File: src/rtl/radix4_digit_collector.sv
// Rebuilds a two's-complement integer from a serial stream of signed radix-4
// digits (LSD first), framed by start and returned over a valid/ready handshake.
module radix4_digit_collector #(
  parameter int WIDTH = 8,
  parameter int NDIG  = WIDTH / 2 + 1
) (
  input  logic             clk,
  input  logic             rst,
  input  logic             start,
  input  logic             d_valid,
  input  logic [2:0]       d,
  input  logic             out_ready,
  output logic             busy,
  output logic             out_valid,
  output logic [WIDTH+2:0] result,
  output logic             err
);

  localparam int RW = WIDTH + 3;
  localparam int CW = $clog2(NDIG + 1);

  typedef enum logic [1:0] {
    IDLE,
    COLLECT,
    DONE
  } state_t;

  state_t state, state_next;

  logic [RW-1:0] acc;
  logic [CW-1:0] count;
  logic          digit_legal;
  logic          frame_start;
  logic          accept;
  logic          last_digit;
  logic [RW-1:0] digit_ext;
  logic [RW-1:0] term;
  logic [RW-1:0] sum;

  // Illegal codes (+3, -4, -3) still use a digit slot but add nothing.
  assign digit_legal = !((d == 3'b011) || (d == 3'b100) || (d == 3'b101));
  assign digit_ext   = digit_legal ? {{(RW-3){d[2]}}, d} : '0;
  assign term        = digit_ext << {count, 1'b0};
  assign sum         = acc + term;

  assign frame_start = start && ((state == IDLE) || (state == COLLECT) ||
                                 ((state == DONE) && out_ready));
  assign accept      = (state == COLLECT) && d_valid && !start;
  assign last_digit  = (count == CW'(NDIG - 1));

  assign busy      = (state == COLLECT);
  assign out_valid = (state == DONE);

  always_ff @(posedge clk or posedge rst) begin
    if (rst) begin
      state <= IDLE;
    end else begin
      state <= state_next;
    end
  end

  always_comb begin
    state_next = state;
    case (state)
      IDLE: begin
        if (start) begin
          state_next = COLLECT;
        end
      end
      COLLECT: begin
        if (start) begin
          state_next = COLLECT;
        end else if (accept && last_digit) begin
          state_next = DONE;
        end
      end
      DONE: begin
        if (out_ready) begin
          state_next = start ? COLLECT : IDLE;
        end
      end
      default: state_next = IDLE;
    endcase
  end

  // result is a separate register so it survives the next frame's accumulation.
  always_ff @(posedge clk or posedge rst) begin
    if (rst) begin
      acc    <= '0;
      count  <= '0;
      result <= '0;
      err    <= 1'b0;
    end else if (frame_start) begin
      acc   <= '0;
      count <= '0;
      err   <= 1'b0;
    end else if (accept) begin
      acc   <= sum;
      count <= count + 1'b1;
      if (!digit_legal) begin
        err <= 1'b1;
      end
      if (last_digit) begin
        result <= sum;
      end
    end
  end

endmodule

File: config.mk
export PLATFORM = sky130hd
export DESIGN_NAME = radix4_digit_collector
export DESIGN_NICKNAME = d
export VERILOG_FILES = /design/src/rtl/radix4_digit_collector.sv
export SDC_FILE = /design/constraint.sdc
export NUM_CORES = 1
export LEC_CHECK = 0
export CORE_MARGIN = 10
export CORE_UTILIZATION = 50
export CTS_CLUSTER_DIAMETER = 100
export DETAILED_ROUTE_END_ITERATION = 16
export GPL_ROUTABILITY_DRIVEN = 0
export HOLD_SLACK_MARGIN = 0.05
export PLACE_DENSITY = 0.75
export SLEW_MARGIN = 20
export SYNTH_ARGS = -nofsm -noshare
export SYNTH_HDL_FRONTEND = slang
export SYNTH_SLANG_ARGS = --single-unit
File: constraint.sdc
create_clock -name clk -period 2.8 [get_ports clk]
set_clock_uncertainty 0.05 [all_clocks]
set_input_delay 0.56 -clock clk [delete_from_list [all_inputs] [get_ports clk]]
set_output_delay 0.56 -clock clk [all_outputs]
set_load 0.01 [all_outputs]
======== Word level (Yosys, flattened, before mapping) ========
Cells that the tools add are included.
cells by class
  multiplexer cells ....................... 14
  add/sub/neg operators ................... 2
  equality and inequality tests ........... 9
  bitwise operators ....................... 1
  reduce and logical (&&, ||, !) cells .... 16
  shift operators ......................... 1
operators with widths
  operator                                                                  number
  11-bit 2-to-1 mux                                                         3
  11-bit adder                                                              1
  11-bit by 4-bit << shifter with 11-bit output                             1
  3-bit equality test (second input constant)                               3
  2-bit 2-to-1 mux                                                          4
  3-bit 2-to-1 mux                                                          2
  2-bit case mux with 3 select lines                                        1
  3-bit AND reduction                                                       2
  1-bit logical AND                                                         5
  1-bit logical OR                                                          4
  1-bit 2-to-1 mux                                                          4
  2-bit inequality test (second input constant)                             2
  2-bit nonzero test                                                        2
  3-bit by 1-bit adder with 3-bit output (second input constant)            1
  3-bit by 2-bit equality test with 1-bit output (second input constant)    1
  3-bit by 2-bit inequality test with 1-bit output (second input constant)  1
  2-bit by 1-bit equality test with 1-bit output (second input constant)    1
  2-bit equality test (second input constant)                               1
  2-bit zero test                                                           1
  2-bit AND reduction                                                       1
  1-bit zero test                                                           1
  1-bit NOT                                                                 1
storage, ports and cells
  input port bits ......................... 8
  register bits after elaboration ......... 28
  word-level logic and storage cells ...... 48
  output and inout bits ................... 14

======== Depth between registers and ports, before layout ========
Gate-level depths: netlist of the first run.
  depth after elaboration ................. 8
  gate-level depth with buffers ........... 13
  gate-level depth less buffers ........... 11

======== Worst setup path before layout of the first run ========
Ideal clock, no wire load.
  path type ............................... input to register
  start point ............................. in d[2]
  end point ............................... reg result[10]
  setup slack ............................. -0.099 ns
  arrival ................................. 2.717 ns
  stages .................................. 9
  library setup time ...................... 0.131 ns
  required time ........................... 2.619 ns
  buffers on the path ..................... 1
  path through ............................ buf_2 -> nor2_1 -> or4_1 -> fa_1 -> nand2b_1 -> a2111oi_0 -> a211oi_2 -> xnor3_1 -> o21ai_1
between the ends
  cells in the longest elaborated chain, start to end .. 6
  elaborated cells between the ends (all ways) .. 8
  those cells by class .................... add/sub: 1; eq/ne: 3; shift: 1; mux: 1; reduce/logical: 2
RTL lines
  what                                                                                          line  source
  start: declaration                                                                            11    input logic [2:0] d,
  3-bit by 2-bit equality test with 1-bit output / 3-bit equality test (equally long branches)  41    assign digit_legal = !((d == 3'b011) || (d == 3'b100) || (d == 3'b101));
  1-bit logical OR (2 in series)                                                                41
  11-bit 2-to-1 mux (*)                                                                         42    assign digit_ext = digit_legal ? {{(RW-3){d[2]}}, d} : '0;
  11-bit by 4-bit << shifter with 11-bit output (*)                                             43    assign term = digit_ext << {count, 1'b0};
  11-bit adder (*)                                                                              44    assign sum = acc + term;
  end signal: assignment                                                                        104   result <= sum;
  end: declaration                                                                              15    output logic [WIDTH+2:0] result,
Every way passes the cells marked *; elsewhere a longest branch is shown, timed or not.
A chain may end at the register's enable or synchronous reset.

======== Final worst setup path of the first run ========
  start point ............................. in d[1]
  end point ............................... reg acc[9]
between the ends
  cells in the longest elaborated chain, start to end .. 8
  elaborated cells between the ends (all ways) .. 10
  those cells by class .................... add/sub: 1; eq/ne: 3; shift: 1; mux: 3; reduce/logical: 2
RTL lines
  what                                                                                          line  source
  3-bit by 2-bit equality test with 1-bit output / 3-bit equality test (equally long branches)  41
  1-bit logical OR (2 in series)                                                                41
  11-bit 2-to-1 mux (*)                                                                         42
  11-bit by 4-bit << shifter with 11-bit output (*)                                             43
  11-bit adder (*)                                                                              44
  11-bit 2-to-1 mux (*)                                                                         97    end else if (accept) begin
  11-bit 2-to-1 mux (*)                                                                         93    end else if (frame_start) begin
  end signal: assignment                                                                        98    acc <= sum;
  end: declaration                                                                              30    logic [RW-1:0] acc;
Every way passes the cells marked *; elsewhere a longest branch is shown, timed or not. The select of a mux whose other input is x is not followed.

==> reports/results.txt, run 1 <==
pin count of the biggest net entering global routing: 29
post-layout utilization of the core: 0.696
Starting Density: 0.515
most frequent cells in the layout: buf_4 (36), dfrtp_1 (28), nand2_1 (21)
Max clock buf depth: 2
# diodes: 0
f_max: 364 MHz
Slew HR: 0.447
commonest non-fill, non-tap cell in the layout: buf_4
GR Overflow Total: 0
Vias: 1,652
Tmin final: 2750 ps
Synth Area in Simple Gates: 0.180
Worst-Margin Slew: 826 ps
share of cells above drive strength 1: 0.276
GRT Util Overall: 0.156
first-pass GRT wire length: 8160 um
HPWL after DPL: 3470 um
Syn Nets: 224
Power Total: 0.00106 W
sequential area share after synthesis: 0.374
Setup CP Type: input pin to flop
drt wl/cell: 16.3 um
Yosys reg bits: 28
mapped cell area: 1870 um^2
final net count: 276
synth-to-layout area growth: 34.9%
critical-path cell list: clkdlybuf4s18_2 -> nand2b_1 -> or4_4 -> inv_1 -> ha_1 -> a21o_1 -> nand4_1 -> a21oi_1 -> or3_1 -> a32o_2
cell row count: 22
Synth cell types: 48
total area of multi-input combinational cells: 1170 um^2
Core ar.: 3630 um^2
router iterations before antenna repair: 4
vias in the first global route: 1,712
Post-Place Worst Slack: -780 ps
clock sinks: 28
largest driver fanout on the critical path: 7
CP max stage delay: 530 ps
Fin. Hold Viols: 0
TNS Setup: 0 ps
compound-cell area share of the yosys netlist: 0.215
chip height: 81.2 um
vias per inst: 5.47
Sequential Area: 701 um^2
VDD IR max: 0.000351 V
ys flop type: dfrtp_1
fill cell total of the finished layout: 286
CTS tree: yes
max-cap violations: 0
Crit path buffers/inverters: 2
clk slew on worst S/H paths: 100 ps
Starting DRT DRC Count: 99
Crit-path slowest cell: or4_4
Worst EP required: 2930 ps
worst path arrival time: 2870 ps
number of synthesized flops with an enable pin: 0
period utilization: 0.981
LEAKAGE: 1.24 nW
latest clock arrival within the worst-skew pair: 290 ps
total CTS buffers: 3
initial antenna violation count: 0
Synth Area per Inst: 9.23 um^2
Post-Route WL: 4920 um
IO Count: 22
Hold WS: 440 ps
CP Capture Type: flop
multiplexer share of the synthesized area: 0.0414
DIE AREA: 6590 um^2
width of the die: 81.2 um
critical path startpoint category: input pin
Post-Synth Adder-Cell Area: 0.0908
Final ANT Viol Nets: 0
CTS root buf: clkbuf_8
post-synthesis xor/xnor area fraction: 0.0401
drt drc: 0
final setup margin: 54.4 ps
H-tree depth: 1
Top delay family on crit path: simple AND/OR/NAND/NOR gates
HP Class: flop to flop
Pwr per Cell Area: 421 nW/um^2
I/O Buffers: 21
Cells after Synth: 203
Async SR Flop Fraction: 1.00
main combinational cell family by area after synthesis: compound AO/OA/AOI/OAI gates
status: complete, no violations
Final Slew Violations: 0
final setup fails: 0
synth warn: 0
==> timing repair <==
action,in CTS,in global routing
pin swaps,8,3
hold buffers,0,0
hold endpoints to repair,0,0
resized for setup,22,7
gates cloned,0,0
setup endpoints to repair,14,8
setup buffers,1,0
==> kinds of logic after synthesis <==
logic type,after synthesis
multiplexers,7
AO/OA/AOI/OAI,60
flip-flops,28
XOR/XNOR,7
AND/OR/NAND/NOR,66
buffers and inverters,22
adder cells (fa/ha/maj),13
==> registers in the layout, indices dropped and copies added (netlist names) <==
signal,count
acc,11
result,11
count,3
state,2
err,1
==> cell usage after synthesis, drive strengths merged, types with 2 or more instances <==
cell	count	area (um^2)
a21boi	2	15.0
nand2b	8	50.1
a21o	8	60.1
buf	6	48.8
mux2	6	67.6
and2	5	36.3
nor3	5	25.0
a22o	5	43.8
nand4	3	18.8
xnor2	4	35.0
nor3b	3	22.5
a211oi	2	20.0
inv	11	41.3
nand2	21	78.8
o21ai	14	70.1
ha	12	150
clkbuf	5	18.8
xor2	2	17.5
nor2	12	45.0
dfrtp	28	701
nand3	2	10.0
nor2b	2	12.5
o31ai	4	30.0
a21oi	15	75.1
==> report_power, final <==
part           internal (W)  switching, W  total (W)
Clock              0.000192      0.000132   0.000324
Combinational      0.000143      0.000157   0.000300
Sequential         0.000424     0.0000160   0.000440
==> worst register-to-register path: cells and delay by family, from the launching register on <==
| kind | cells | cell delay [ps] |
|---|---|---|
| AND/OR/NAND/NOR | 4 | 1240 |
| AO/OA/AOI/OAI | 3 | 580 |
| flip-flops | 1 | 390 |
| adder cells (fa/ha/maj) | 1 | 220 |
| buffers and inverters | 1 | 80 |
==> worst paths after layout <==
path	end	from	cells after the start	slack, ps
worst max-delay path	acc[9]	d[1]	10	50
min in group asynchronous	state[1]	rst	3	580
worst max register to register	acc[9]	count[2]	9	140
worst min-delay path	result[7]	result[7]	2	440
worst min register to register	result[7]	result[7]	2	440
max in group asynchronous	result[9]	rst	3	1850
==> routing by layer <==
layer,share of wire,wire length (um),GRT usage,vias up
li1,-,-,-,825
met1,0.44,2180,0.183,781
met2,0.48,2380,0.270,40
met3,0.058,283,0.0375,6
met4,0.014,70,0.0536,0
met5,0,0,0,-
==> cell type report <==
| cell class | count | area share |
|---|---|---|
| clock buffer | 3 | 0.0163 |
| clock inverter | 1 | 0.0119 |
| inverter | 11 | 0.0163 |
| multi-input combinational | 153 | 0.462 |
| sequential | 28 | 0.277 |
| tap | 48 | 0.0238 |
| timing repair buffer | 58 | 0.192 |
==> metrics by stage <==
step	cell area (um^2)	std cells
2_1_floorplan	1880	203
4_1_cts	2510	302
3_5_place_dp	2360	297
5_1_grt	2530	302
6_report	2530	302
3_3_place_gp	2360	297
Note: power is estimated with default switching activity, not from simulation.
==> inputs of run 2 (changes only) <==
CTS_BUF_LIST = sky130_fd_sc_hd__clkbuf_16   (was not set)
HOLD_SLACK_MARGIN = not set   (was 0.05)
==> reports/results.txt, run 2 (same netlist as run 1, synthesis figures left out) <==
status: complete, no violations
CTS tree: yes
largest driver fanout on the critical path: 7
CP Capture Type: flop
Core ar.: 3630 um^2
chip height: 81.2 um
# diodes: 0
share of cells above drive strength 1: 0.280
router iterations before antenna repair: 4
clk slew on worst S/H paths: 70 ps
P_int: 0.000855 W
GRT Util Overall: 0.161
final setup fails: 0
routed wire length on met3: 400 um
combinational power share: 0.256
max-cap violations: 0
unrepaired setup endpoints after global routing: no
Final Slew Violations: 0
WL met2: 2400 um
Crit-path slowest cell: or4_4
clock power share: 0.369
Slew HR: 0.457
f_max: 375 MHz
final setup margin: 136 ps
final net count: 276
Max clock buf depth: 2
Vias: 1,714
drt drc: 0
pin count of the biggest net entering global routing: 29
I/O Buffers: 21
GR Overflow Total: 0
IO Count: 22
first-pass GRT wire length: 8360 um
worst path arrival time: 2770 ps
commonest non-fill, non-tap cell in the layout: buf_4
Post-Route WL: 5030 um
HPWL after DPL: 3470 um
Tmin final: 2660 ps
cell row count: 22
Layout Cells excl Fill: 302
initial antenna violation count: 0
Reg power frac: 0.375
post-layout utilization of the core: 0.706
# hold bufs at CTS: 0
wl on met1: 2120 um
vias in the first global route: 1,728
switching pwr: 0.000322 W
DIE AREA: 6590 um^2
H-tree depth: 1
Starting Density: 0.515
VDD IR max: 0.000412 V
latest clock arrival within the worst-skew pair: 270 ps
Post-Place Worst Slack: -780 ps
largest registers: acc: 11 flops, result: 11 flops, count: 3 flops
Pwr per Cell Area: 459 nW/um^2
CP max stage delay: 530 ps
HP Class: flop to flop
Worst-Margin Slew: 811 ps
critical path startpoint category: input pin
drt wl/cell: 16.7 um
total CTS buffers: 3
width of the die: 81.2 um
Setup CP Type: input pin to flop
most frequent cells in the layout: buf_4 (36), dfrtp_1 (28), nand2_1 (21)
Hold WS: 435 ps
period utilization: 0.951
CTS root buf: clkbuf_16
placed cells: 297
vias per inst: 5.68
Starting DRT DRC Count: 129
top layer in use: met4
Sw Share: 0.274
Fin. Hold Viols: 0
Worst EP required: 2910 ps
clock sinks: 28
LEAKAGE: 1.25 nW
Final ANT Viol Nets: 0
synth-to-layout area growth: 37.0%
critical-path cell list: buf_2 -> nand2b_1 -> or4_4 -> inv_1 -> ha_1 -> a21o_1 -> nand4_1 -> a21oi_1 -> or3_1 -> a32o_2
## run 2: cell types whose count changed in the layout (fill, tap and decap cells not counted), moves of 2 or more
cell       change
clkbuf_8       -3
ha_1           -2
buf_2          +2
clkbuf_16      +3
## run 2: power by group through the flow
stage | clock [W] | sequential (W) | combinational (W)
5_1_grt | 0.000452 | 0.000444 | 0.000327
6_report | 0.000435 | 0.000441 | 0.000301
2_1_floorplan | 0 | 0.000443 | 0.000169
3_3_place_gp | 0 | 0.000447 | 0.000266
3_5_place_dp | 0 | 0.000447 | 0.000271
4_1_cts | 0.000437 | 0.000440 | 0.000294
## run 2: cell type report
type / instances / area, um^2
multi-input combinational: 153 / 1180
fill: 279 / 1070
sequential: 28 / 701
timing repair buffer: 58 / 482
clock buffer: 3 / 75.1
tap: 48 / 60.1
inverter: 11 / 41.3
clock inverter: 1 / 30.0
## run 2: path summary, 6_finish.rpt
kind | slack, ps | to | cells past startpoint | from
min in group asynchronous | 600 | state[1] | 3 | rst
max in group asynchronous | 1830 | acc[8] | 3 | rst
worst min-delay path | 430 | result[7] | 2 | result[7]
worst max-delay path | 140 | acc[9] | 10 | d[1]
worst min register to register | 430 | result[7] | 2 | result[7]
worst max register to register | 160 | acc[9] | 9 | count[2]
## run 2: per-layer routing
layer  global-route usage  vias up
li1                     -      826
met1                0.189      821
met2                0.275       58
met3               0.0442        9
met4               0.0606        0
met5                    0        -
## run 2: worst max-delay path: cells and delay by family
family | cells | cell delay [ps]
fa+ha+maj | 1 | 220
compound gates | 3 | 570
simple gates | 4 | 1170
buf+inv | 2 | 250
## run 2: what timing repair did
item / 4_1_cts / 5_1_grt
endpoints found under the setup margin: 14 / 7
resized for setup: 27 / 6
buffers inserted: 1 / 0
pin swaps: 10 / 3
## run 2: through the flow
stage	power, W	setup TNS [ps]	instance area [um^2]
6_report	0.00118	0	2570
4_1_cts	0.00117	0	2570
2_1_floorplan	0.000612	-16.1	1880
5_1_grt	0.00122	0	2570
3_5_place_dp	0.000718	-8540	2360
3_3_place_gp	0.000712	-7540	2360
==> inputs of run 3 (changes only) <==
--- a/config.mk
+++ b/config.mk
@@ -7,5 +7,6 @@
 export LEC_CHECK = 0
+export CAP_MARGIN = 20
 export CORE_MARGIN = 10
 export CORE_UTILIZATION = 50
-export CTS_BUF_LIST = sky130_fd_sc_hd__clkbuf_16
+export CTS_BUF_LIST = sky130_fd_sc_hd__clkbuf_8
 export CTS_CLUSTER_DIAMETER = 100
--- a/constraint.sdc
+++ b/constraint.sdc
@@ -4,2 +4,2 @@
 set_output_delay 0.56 -clock clk [all_outputs]
-set_load 0.01 [all_outputs]
+set_load 0.02 [all_outputs]
==> results of run 3 <==
Same layout as run 1 (identical final DEF). Status: complete, no violations.
Main changes from that run: total power 0.00106 W -> 0.00107 W; worst IR drop on VDD 0.000351 V -> 0.000352 V
